--- src/rtl/bsg_chip_pkg.sv ---
// rtl/bsg_chip_pkg.sv - shared chip types: router tag payload, reset sequencer states
package bsg_chip_pkg;

    localparam int wh_cord_width_gp = 7;

    typedef struct packed {
        logic                        reset;
        logic [wh_cord_width_gp-1:0] cord;
    } bsg_chip_router_tag_payload_s;

    typedef enum logic [1:0] {
        e_hold,
        e_stagger,
        e_run
    } router_seq_state_e;

    // Width helper that never returns 0, so single-entry counters still get a bit.
    function automatic int safe_clog2(input int x);
        return (x <= 1) ? 1 : $clog2(x);
    endfunction

endpackage

--- src/rtl/bsg_counter_set_down.sv ---
// rtl/bsg_counter_set_down.sv - loadable down counter; set_i has priority over down_i
module bsg_counter_set_down #(
    parameter int width_p    = 4,
    parameter int init_val_p = 0
) (
    input  logic               clk_i,
    input  logic               reset_i,
    input  logic               set_i,
    input  logic [width_p-1:0] val_i,
    input  logic               down_i,
    output logic [width_p-1:0] count_r_o
);

    logic [width_p-1:0] count_q, count_d;

    always_comb begin
        count_d = count_q;
        if (set_i)
            count_d = val_i;
        else if (down_i)
            count_d = count_q - 1'b1;
    end

    always_ff @(posedge clk_i) begin
        if (reset_i)
            count_q <= width_p'(init_val_p);
        else
            count_q <= count_d;
    end

    assign count_r_o = count_q;

endmodule

--- src/rtl/bsg_chip_router_reset_sequencer.sv ---
// rtl/bsg_chip_router_reset_sequencer.sv - staggered router reset release with per-router cord latching
module bsg_chip_router_reset_sequencer
    import bsg_chip_pkg::*;
#(
    parameter int num_router_p     = 4,
    parameter int cord_width_p     = 7,
    parameter int stagger_cycles_p = 4
) (
    input  logic                                 clk_i,
    input  logic                                 reset_i,
    input  logic [num_router_p-1:0]              tag_new_i,
    input  logic [num_router_p-1:0]              tag_reset_i,
    input  logic [num_router_p*cord_width_p-1:0] tag_cord_i,
    output logic [num_router_p-1:0]              router_reset_o,
    output logic [num_router_p*cord_width_p-1:0] router_cord_o,
    output logic                                 any_reset_o,
    output logic                                 ready_o,
    output logic                                 cord_err_o
);

    localparam int cnt_width_lp = safe_clog2(stagger_cycles_p + 1);
    localparam int idx_width_lp = safe_clog2(num_router_p);
    localparam logic [cnt_width_lp-1:0] reload_lp   = cnt_width_lp'(stagger_cycles_p - 1);
    localparam logic [idx_width_lp-1:0] last_idx_lp = idx_width_lp'(num_router_p - 1);

    logic [num_router_p-1:0]              seen_q, seen_d;
    logic [num_router_p-1:0]              req_reset_q, req_reset_d;
    logic [num_router_p-1:0]              router_reset_q, router_reset_d;
    logic [num_router_p*cord_width_p-1:0] cord_q, cord_d;
    logic                                 cord_err_q, cord_err_d;
    logic                                 ready_q, ready_d;
    router_seq_state_e                    state_q, state_d;
    logic [idx_width_lp-1:0]              idx_q, idx_d;

    logic [num_router_p-1:0] cord_latch;
    logic [num_router_p-1:0] cord_err_hit;
    logic                    reassert;
    logic                    cnt_set, cnt_down;
    logic [cnt_width_lp-1:0] cnt_val, cnt_r;

    assign reassert = |(tag_new_i & tag_reset_i);

    // A reset payload anywhere forces every router back into reset this edge,
    // so its cord may be taken even if the router is currently released.
    for (genvar i = 0; i < num_router_p; i++) begin : g_capture
        assign seen_d[i]      = seen_q[i] | tag_new_i[i];
        assign req_reset_d[i] = tag_new_i[i] ? tag_reset_i[i] : req_reset_q[i];
        assign cord_latch[i]  = tag_new_i[i] & (router_reset_q[i] | reassert);
        assign cord_d[i*cord_width_p +: cord_width_p] = cord_latch[i]
            ? tag_cord_i[i*cord_width_p +: cord_width_p]
            : cord_q[i*cord_width_p +: cord_width_p];
        assign cord_err_hit[i] = tag_new_i[i] & ~cord_latch[i]
            & (tag_cord_i[i*cord_width_p +: cord_width_p] != cord_q[i*cord_width_p +: cord_width_p]);
    end

    bsg_counter_set_down #(
        .width_p    (cnt_width_lp),
        .init_val_p (0)
    ) stagger_cnt (
        .clk_i     (clk_i),
        .reset_i   (reset_i),
        .set_i     (cnt_set),
        .val_i     (cnt_val),
        .down_i    (cnt_down),
        .count_r_o (cnt_r)
    );

    always_comb begin
        state_d        = state_q;
        idx_d          = idx_q;
        router_reset_d = router_reset_q;
        cnt_set        = 1'b0;
        cnt_val        = '0;
        cnt_down       = 1'b0;

        case (state_q)
            e_hold: begin
                router_reset_d = '1;
                if (&seen_q && !(|req_reset_q)) begin
                    router_reset_d[0] = 1'b0;
                    if (num_router_p == 1) begin
                        state_d = e_run;
                    end else begin
                        state_d = e_stagger;
                        idx_d   = idx_width_lp'(1);
                        cnt_set = 1'b1;
                        cnt_val = reload_lp;
                    end
                end
            end
            e_stagger: begin
                if (cnt_r == '0) begin
                    router_reset_d[idx_q] = 1'b0;
                    if (idx_q == last_idx_lp) begin
                        state_d = e_run;
                    end else begin
                        idx_d   = idx_q + 1'b1;
                        cnt_set = 1'b1;
                        cnt_val = reload_lp;
                    end
                end else begin
                    cnt_down = 1'b1;
                end
            end
            e_run: begin
            end
            default: state_d = e_hold;
        endcase

        // Re-assertion wins over any release decided above.
        if (reassert) begin
            router_reset_d = '1;
            state_d        = e_hold;
            idx_d          = '0;
            cnt_set        = 1'b1;
            cnt_val        = '0;
            cnt_down       = 1'b0;
        end

        ready_d    = (state_q == e_run) & ~reassert;
        cord_err_d = cord_err_q | (|cord_err_hit);
    end

    always_ff @(posedge clk_i) begin
        if (reset_i) begin
            seen_q         <= '0;
            req_reset_q    <= '1;
            router_reset_q <= '1;
            cord_q         <= '0;
            cord_err_q     <= 1'b0;
            ready_q        <= 1'b0;
            state_q        <= e_hold;
            idx_q          <= '0;
        end else begin
            seen_q         <= seen_d;
            req_reset_q    <= req_reset_d;
            router_reset_q <= router_reset_d;
            cord_q         <= cord_d;
            cord_err_q     <= cord_err_d;
            ready_q        <= ready_d;
            state_q        <= state_d;
            idx_q          <= idx_d;
        end
    end

    assign router_reset_o = router_reset_q;
    assign router_cord_o  = cord_q;
    assign any_reset_o    = |router_reset_q;
    assign ready_o        = ready_q;
    assign cord_err_o     = cord_err_q;

endmodule

--- config.mk ---
export PLATFORM = sky130hd
export DESIGN_NAME = bsg_chip_router_reset_sequencer
export DESIGN_NICKNAME = d
export VERILOG_FILES = /design/src/rtl/bsg_chip_pkg.sv /design/src/rtl/bsg_counter_set_down.sv /design/src/rtl/bsg_chip_router_reset_sequencer.sv
export SDC_FILE = /design/constraint.sdc
export NUM_CORES = 1
export LEC_CHECK = 0
export ABC_AREA = 1
export ABC_CLOCK_PERIOD_IN_PS = 3700
export CAP_MARGIN = 20
export CORE_MARGIN = 2
export CORE_UTILIZATION = 50
export DETAILED_ROUTE_END_ITERATION = 7
export PLACE_DENSITY = 0.85
export SETUP_SLACK_MARGIN = 0.1
export SLEW_MARGIN = 25
export SYNTH_ARGS = -nofsm -noshare
export SYNTH_HDL_FRONTEND = slang
export SYNTH_SLANG_ARGS = --single-unit
--- constraint.sdc ---
create_clock -name clk_i -period 3.7 [get_ports clk_i]
set_input_delay 0.74 -clock clk_i [delete_from_list [all_inputs] [get_ports clk_i]]
set_output_delay 0.74 -clock clk_i [all_outputs]
set_load 0.02 [all_outputs]
Yosys cells after proc, flatten, opt, wreduce, memory -nomap -nowiden
Index checks and enable logic that the tools add are counted.
Widths: inputs -> output; s select.
{ "totals": {"reg_bits": 49} }
{ "classes": {"addsub": 2, "order_cmp": 2, "eq_ne": 11, "muxes": 27, "bitwise": 31, "n_reduce_logical": 16} }
{ "op_table": {"columns": ["op", "n"], "rows": [
  ["$ne 7x7->1", 4],
  ["$mux 2", 8],
  ["$reduce_or 4->1", 4],
  ["$and 1x1->1", 13],
  ["$reduce_and 4->1", 3],
  ["$mux 1", 9],
  ["$mux 3", 3],
  ["$or 1x1->1", 9],
  ["$and 4x4->4", 2],
  ["$ne 2x2->1 const B", 4],
  ["$pmux 2 s2", 2],
  ["$pmux 4 s2", 1],
  ["$not 1->1", 6],
  ["$pmux 2 s3", 1],
  ["$reduce_or 5->1", 1],
  ["$eq 2x2->1 const B", 2],
  ["$mux 4", 1],
  ["$not 4->4", 1],
  ["$reduce_bool 2->1", 2],
  ["$logic_not 3->1", 1],
  ["$lt 2x3->1 const B", 1],
  ["$sub 3x1->3 const B", 1],
  ["$add 2x1->2 const B", 1],
  ["$demux 1 s2", 1],
  ["7 further kinds", 8]
]} }

Logic depth before layout (Yosys ltp)
Gate-level depths: netlist of the first run.
{ "depth": {"word_depth": 9, "depth_mapped": 10, "mapped_depth_nobuf": 10} }

By module
From an unflattened synthesis of the first run, not the netlist that was laid out.
{ "unflattened": {"hier_cells": 364, "hier_area_um2": 2464.9} }
{ "modules_own_cells": {"columns": ["mod", "instances", "cells_each", "area_each_um2", "seq_area_each_um2"], "rows": [
  ["bsg_chip_router_reset_sequencer", 1, 332, 2275.9, 920.9],
  ["bsg_counter_set_down", 1, 32, 188.9, 60.1]
]} }

Worst setup path after synthesis of the first run
No wires, ideal clock.
{ "synth_timing": {"path_kind": "input port to flip-flop", "startpoint": "input port tag_new_i[1]", "endpoint": "register cord_q[0], in the netlist router_cord_o[0]", "setup_ns": 0.116, "arrival_time_ns": 1.422, "required_time_ns": 3.584, "setup_slack_ns": 2.163, "path_stages": 8, "path_buffers": 0, "cell_sequence": "nand2_1 > nand2_1 > nor2_4 > nand2_1 > nand2_2 > inv_2 > nor2_1 > nor2_1"} }
{ "synth_via": {"elab_chain_cells": 4} }
{ "synth_lines": {"columns": ["element", "line", "text"], "rows": [
  ["start: declaration", "bsg_chip_router_reset_sequencer.sv:11", "input logic [num_router_p-1:0] tag_new_i,"],
  ["$and 4x4->4", "bsg_chip_router_reset_sequencer.sv:41", "assign reassert = |(tag_new_i & tag_reset_i);"],
  ["$reduce_or 4->1", "bsg_chip_router_reset_sequencer.sv:41", null],
  ["$or 1x1->1", "bsg_chip_router_reset_sequencer.sv:48", "assign cord_latch[i] = tag_new_i[i] & (router_reset_q[i] | reassert);"],
  ["$and 1x1->1", "bsg_chip_router_reset_sequencer.sv:48", null],
  ["end signal: assignment", "bsg_chip_router_reset_sequencer.sv:138", "cord_q <= cord_d;"],
  ["end: declaration", "bsg_chip_router_reset_sequencer.sv:29", "logic [num_router_p*cord_width_p-1:0] cord_q, cord_d;"]
]} }
Every way passes these cells.
A chain may end at the register's enable or synchronous reset.

Final worst setup path of the first run
{ "layout_timing": {"startpoint": "register router_reset_q[1], in the netlist router_reset_o[1]", "endpoint": "output port any_reset_o"} }
{ "layout_via": {"elab_chain_cells": 1} }
{ "layout_lines": {"columns": ["element", "line", "text"], "rows": [
  ["start: declaration", "bsg_chip_router_reset_sequencer.sv:28", "logic [num_router_p-1:0] router_reset_q, router_reset_d;"],
  ["start signal: assignment", "bsg_chip_router_reset_sequencer.sv:137", "router_reset_q <= router_reset_d;"],
  ["$reduce_or 4->1", "bsg_chip_router_reset_sequencer.sv:148", "assign any_reset_o = |router_reset_q;"],
  ["end: declaration", "bsg_chip_router_reset_sequencer.sv:16", "output logic any_reset_o,"]
]} }
Every way passes these cells.

==> reports/qor.txt, run 1 <==
Die ar. -> 5250 um^2
Setup-failing EPs final -> 0
max_slew headroom -> 72.2%
FILL cells -> 363
maxcap violations -> 0
Final HPWL DP -> 4240 um
die width -> 72.5 um
final setup margin -> 1.48 ns
port buffer count -> 72
WL final -> 5280 um
Yosys top cell area share -> 41.8%
# DRC -> 0
Slew Viols, Final -> 0
utilization after layout -> 71.8%
Seq/Total Area, Yosys -> 41.8%
CTS root buffer -> clkbuf_8
Final Power -> 1110 uW
die height -> 72.5 um
Hold-fix buffers, CTS -> 0
CTS HTree Levels -> 2
count leader, synth -> nor2_1
Seq cells post-synth -> 49
post-DR vias/cell -> 4.84
synth warn -> 0
Lkg Pwr -> 0.00141 uW
Tcrit/Tclk final -> 60.0%
row count -> 24
DR iter-0 viols -> 161
run status -> completed
worst-case reg-to-reg path depth -> 7
Critical Path Start -> router_reset_o[1]$_SDFFE_PP1P_
Power Dens Cells -> 348 nW/um^2
Worst-Skew Late Latency -> 0.30 ns
Post-Place Setup Slack -> 1.39 ns
Avg Inst Size Synth -> 7.06 um^2
Global Route Usage Sum -> 20.8%
total negative slack -> 0 ns
R2R Path Start -> stagger_cnt.count_r_o[0]$_SDFFE_PP0P_
critical path class -> reg -> out
post-DR wirelength/cell -> 11.5 um
Hold WS -> 0.472 ns
Post-DRT Antenna Nets -> 0
clk slew on worst S/H paths -> 0.08 ns
clock buffer depth -> 2
drt first pass iters -> 4
clock sink count -> 49
FFs w/ async S/R, synth -> 0%
CTS tree -> built
io pins -> 73
upper clock frequency limit -> 451 MHz
largest net degree at the start of global routing -> 33
setup bufs post-CTS -> 0
Worst-Margin Slew -> 0.414 ns
Syn Inst Count -> 332
GP Congestion -> 0.821
Core Region -> 4440 um^2
number of synthesized flops with an enable pin -> 0
Hold WC Path Type -> reg -> reg
initial antenna violation count -> 0
Num CTS Buffers -> 5
RSZ-0062 raised after global routing -> false
global-route wire length before repair -> 8690 um
peak supply drop -> 0.263 mV
Final Net Count -> 451
Area growth syn-to-layout -> 36.1%
FF-to-FF setup slack -> 2.22 ns
Worst Setup EP -> any_reset_o
Initial Utilization -> 52.8%
Synth area leaders -> dfxtp_1 42%, nor2_1 12%, nand2_1 9.8%
mapped cell area -> 2340 um^2
CP required -> 2.96 ns
vias in the first global route -> 2081
RR Endpoint -> router_reset_o[0]$_SDFFE_PP1P_
routed via count -> 2223
post_cts resized -> 0
critical-path maximum fanout -> 3
crit path capture type -> output port
Synth area leader -> dfxtp_1
Crit path arrival time -> 1.48 ns
endpoints failing hold -> 0
post-synth net total -> 376
Critical Path Start Type -> register
Post-synth top flop -> dfxtp_1
clk_skew -> 0.00587 ns
total grt overflow -> 0
# diodes -> 0
Final Critical Period -> 2.22 ns
share of cells above drive strength 1 -> 4.42%
Yosys cell types -> 21
top post-synthesis cells by count -> 74 x nor2_1, 61 x nand2_1, 49 x dfxtp_1, 40 x inv_1, 28 x o21ai_0
-- cell type report --
class,instances,area [um^2],area share [%]
Sequential cell,49,981,30.7
Multi-Input combinational cell,235,1170,36.6
Inverter,43,161,5.06
Clock buffer,7,86.3,2.71
Tap cell,52,65.1,2.04
Timing Repair Buffer,73,728,22.8
-- cell usage in the layout, fill, tap and decap left out, drive strengths merged --
master	instances
xnor2	18
o21ai	34
buf	1
ha	6
nand2	67
nor4	1
clkdlybuf4s50	72
nor2	76
inv	43
dfxtp	49
o211ai	3
clkbuf	7
nor3	2
nand4	2
xor2	6
nand3	11
a21oi	9
-- worst min path at each step --
stage / from / end / cells past startpoint
finish: req_reset_q[1]$_SDFFE_PP1P_ / req_reset_q[1]$_SDFFE_PP1P_ / 2
global route: req_reset_q[2]$_SDFFE_PP1P_ / req_reset_q[2]$_SDFFE_PP1P_ / 2
CTS: req_reset_q[2]$_SDFFE_PP1P_ / req_reset_q[2]$_SDFFE_PP1P_ / 2
detailed placement: req_reset_q[2]$_SDFFE_PP1P_ / req_reset_q[2]$_SDFFE_PP1P_ / 2
global placement: req_reset_q[1]$_SDFFE_PP1P_ / req_reset_q[1]$_SDFFE_PP1P_ / 2
floorplan: req_reset_q[2]$_SDFFE_PP1P_ / req_reset_q[2]$_SDFFE_PP1P_ / 2
-- per-layer routing --
metal | wire length (um) | global-route usage, %
met1 | 2380 | 26.1
met2 | 2620 | 35.8
met3 | 229 | 4.17
met4 | 46 | 6.79
met5 | 0 | 0
-- worst max-delay path, stage by stage, from the launching register on --
cell             delay [ns]
dfxtp_1                0.38
inv_1                  0.08
nand4_1                0.11
clkdlybuf4s50_1        0.61
-- state kept, by name, indices dropped and copies added, names as in the netlist --
name	count
stagger_cnt.count_r_o	3
idx_q	2
req_reset_q	4
cord_err_o	1
state_q	2
router_reset_o	4
ready_o	1
seen_q	4
router_cord_o	28
-- per-stage QoR --
stage | instances | instance area [um^2]
final | 459 | 3190
after global routing | 459 | 3190
after CTS | 459 | 3190
after detailed placement | 452 | 3100
after global placement | 452 | 3100
after floorplan | 332 | 2340
-- where the power goes --
part / total (uW) / internal [uW] / switching (uW)
Sequential: 576 / 555 / 21.7
Combinational: 219 / 112 / 107
Clock: 317 / 149 / 168
-- logic make-up (layout without fill, tap and decap cells) --
group	count (synthesis)	in the layout	synth area share [%]
adder cells (fa/ha/maj)	6	6	3.20
AND/OR/NAND/NOR	159	159	27.5
buffers and inverters	48	123	8.32
AO/OA/AOI/OAI	46	46	10.1
flip-flops	49	49	41.8
XOR/XNOR	24	24	8.96
Power figures use the tool's default switching activity.
==> inputs of run 2 (changes only) <==
- ABC_CLOCK_PERIOD_IN_PS: 3700 -> 2020
- CORE_UTILIZATION: 50 -> 42
- PLACE_DENSITY: 0.85 -> 0.76
- clock period: 3.7 -> 2.02 ns (I/O delays scaled with it)
==> reports/qor.txt, run 2 (synthesis gave the netlist of run 1 again) <==
Pint -> 1470 uW (was 815 uW)
die height -> 78.7 um (was 72.5 um)
upper clock frequency limit -> 584 MHz
worst-path cell chain -> clkdlybuf4s50_1 (was inv_1, nand4_1, clkdlybuf4s50_1)
Die ar. -> 6200 um^2 (was 5250 um^2)
Final Net Count -> 457 (was 451)
max incr delay on CP -> 0.64 ns (was 0.61 ns)
clock power share -> 27.0% (was 28.5%)
Worst Setup EP -> router_cord_o[0] (was any_reset_o)
Crit path arrival time -> 1.31 ns (was 1.48 ns)
most frequent cells in the layout -> 74 x nor2_1, 71 x clkdlybuf4s50_1, 61 x nand2_1 (was 74 x nor2_1, 72 x clkdlybuf4s50_1, 61 x nand2_1)
R2R Path Start -> stagger_cnt.count_r_o[0]$_SDFFE_PP0P_ (unchanged)
Core Region -> 5440 um^2 (was 4440 um^2)
clock buffer depth -> 2 (unchanged)
post-DR wirelength/cell -> 10.9 um (was 11.5 um)
peak supply drop -> 0.490 mV (was 0.263 mV)
GP Congestion -> 0.795 (was 0.821)
Global Route Usage Sum -> 18.0% (was 20.8%)
endpoints failing hold -> 0 (unchanged)
CP delay by family, top -> buffers and inverters (unchanged)
die width -> 78.7 um (was 72.5 um)
Crit path depth -> 1 (was 3)
total negative slack -> 0 ns (unchanged)
Hold WC Path Type -> reg -> reg (unchanged)
routed via count -> 2246 (was 2223)
Post-DRT Antenna Nets -> 0 (unchanged)
net load switching power -> 530 uW (was 297 uW)
port buffer count -> 72 (unchanged)
# DRC -> 0 (unchanged)
utilization after layout -> 59.9% (was 71.8%)
maxcap violations -> 0 (unchanged)
post-DR vias/cell -> 4.62 (was 4.84)
# diodes -> 0 (unchanged)
crit path capture type -> output port (unchanged)
FF-to-FF setup slack -> 0.55 ns (was 2.22 ns)
run status -> completed (unchanged)
Buf+Inv Stages, Crit Path -> 1 (was 2)
vias in the first global route -> 2011 (was 2081)
critical path's slowest cell -> clkdlybuf4s50_1 (unchanged)
share of cells above drive strength 1 -> 5.56% (was 4.42%)
Final Power -> 2000 uW (was 1110 uW)
Power Dens Cells -> 615 nW/um^2 (was 348 nW/um^2)
most common cell after layout, fill and taps aside -> nor2_1 (unchanged)
non-filler cells, final -> 486 (was 459)
RSZ-0062 raised after global routing -> false (unchanged)
Largest register FFs -> 28 (unchanged)
CP required -> 1.62 ns (was 2.96 ns)
Placed Instances -> 478 (was 452)
Setup-failing EPs final -> 0 (unchanged)
Critical Path Start Type -> register (unchanged)
row count -> 27 (was 24)
Sw Share -> 26.4% (was 26.7%)
Tcrit/Tclk final -> 84.8%
Critical Path Start -> router_cord_o[0]$_SDFFE_PP0P_ (was router_reset_o[1]$_SDFFE_PP1P_)
RR Endpoint -> router_reset_o[0]$_SDFFE_PP1P_ (unchanged)
Initial Utilization -> 43.1% (was 52.8%)
clk_skew -> 0.00518 ns (was 0.00587 ns)
worst-case reg-to-reg path depth -> 7 (unchanged)
CTS HTree Levels -> 2 (unchanged)
Num CTS Buffers -> 5 (unchanged)
max_slew headroom -> 75.8% (was 72.2%)
Flop pwr share -> 52.6% (was 51.8%)
Slew Viols, Final -> 0 (unchanged)
Post-Place Setup Slack -> 0.179 ns (was 1.39 ns)
CTS root buffer -> clkbuf_8 (unchanged)
WL final -> 5320 um (was 5280 um)
critical path class -> reg -> out (unchanged)
setup bufs post-CTS -> 0 (unchanged)
global-route wire length before repair -> 8870 um (was 8690 um)
Area growth syn-to-layout -> 38.9% (was 36.1%)
drt first pass iters -> 4 (unchanged)
hold path depth -> 2 (unchanged)
final setup margin -> 0.307 ns (was 1.48 ns)
critical-path maximum fanout -> 3 (unchanged)
clock sink count -> 49 (unchanged)
Lkg Pwr -> 0.00144 uW (was 0.00141 uW)
Hold-fix buffers, CTS -> 0 (unchanged)
CTS tree -> built (unchanged)
clk slew on worst S/H paths -> 0.08 ns (about the same)
DR iter-0 viols -> 58 (was 161)
Final HPWL DP -> 4280 um (was 4240 um)
Worst-Margin Slew -> 0.359 ns (was 0.414 ns)
io pins -> 73 (unchanged)
Worst-Skew Late Latency -> 0.30 ns (about the same)
largest net degree at the start of global routing -> 22 (was 33)
FILL cells -> 539 (was 363)
Final Critical Period -> 1.71 ns
initial antenna violation count -> 0 (unchanged)
total grt overflow -> 0 (unchanged)
Logic pwr share -> 20.3% (was 19.7%)
## run 2: final cells by class
type | instances | area (um^2) | share of cell area (%)
tap | 72 | 90.1 | 2.77
inverter | 43 | 161 | 4.96
sequential | 49 | 981 | 30.1
timing repair buffer | 79 | 776 | 23.8
multi-input combinational | 235 | 1170 | 35.9
clock buffer | 8 | 80.1 | 2.46
## run 2: power groups by stage
stage	clock network (uW)	logic, uW	registers, uW
global placement	0	402	1080
floorplan	0	162	1120
global route	618	448	1060
detailed placement	0	409	1080
CTS	566	411	1060
finish	542	407	1060
## run 2: per-layer routing
layer | share of wire, % | track usage, %
met1 | 45 | 22.3
met2 | 49 | 30.9
met3 | 4.7 | 4.66
met4 | 0.96 | 4.74
met5 | 0 | 0
## run 2: stage by stage
| stage | area (um^2) | hold slack (ns) |
|---|---|---|
| floorplan | 2340 | 0.429 |
| global placement | 3170 | 0.442 |
| detailed placement | 3170 | 0.448 |
| CTS | 3250 | 0.467 |
| global route | 3260 | 0.507 |
| finish | 3260 | 0.465 |
## run 2: timing repair
item	in CTS	in global routing
resized for setup	0	1
setup endpoints to repair	0	1
hold endpoints to repair	0	0
## run 2: worst min path at each step
stage,slack [ns],to,start
2_1_floorplan,0.43,req_reset_q[2]$_SDFFE_PP1P_,req_reset_q[2]$_SDFFE_PP1P_
3_3_place_gp,0.44,req_reset_q[2]$_SDFFE_PP1P_,req_reset_q[2]$_SDFFE_PP1P_
3_5_place_dp,0.45,req_reset_q[2]$_SDFFE_PP1P_,req_reset_q[2]$_SDFFE_PP1P_
4_1_cts,0.47,req_reset_q[2]$_SDFFE_PP1P_,req_reset_q[2]$_SDFFE_PP1P_
5_1_grt,0.51,req_reset_q[1]$_SDFFE_PP1P_,req_reset_q[1]$_SDFFE_PP1P_
6_report,0.46,req_reset_q[1]$_SDFFE_PP1P_,req_reset_q[1]$_SDFFE_PP1P_
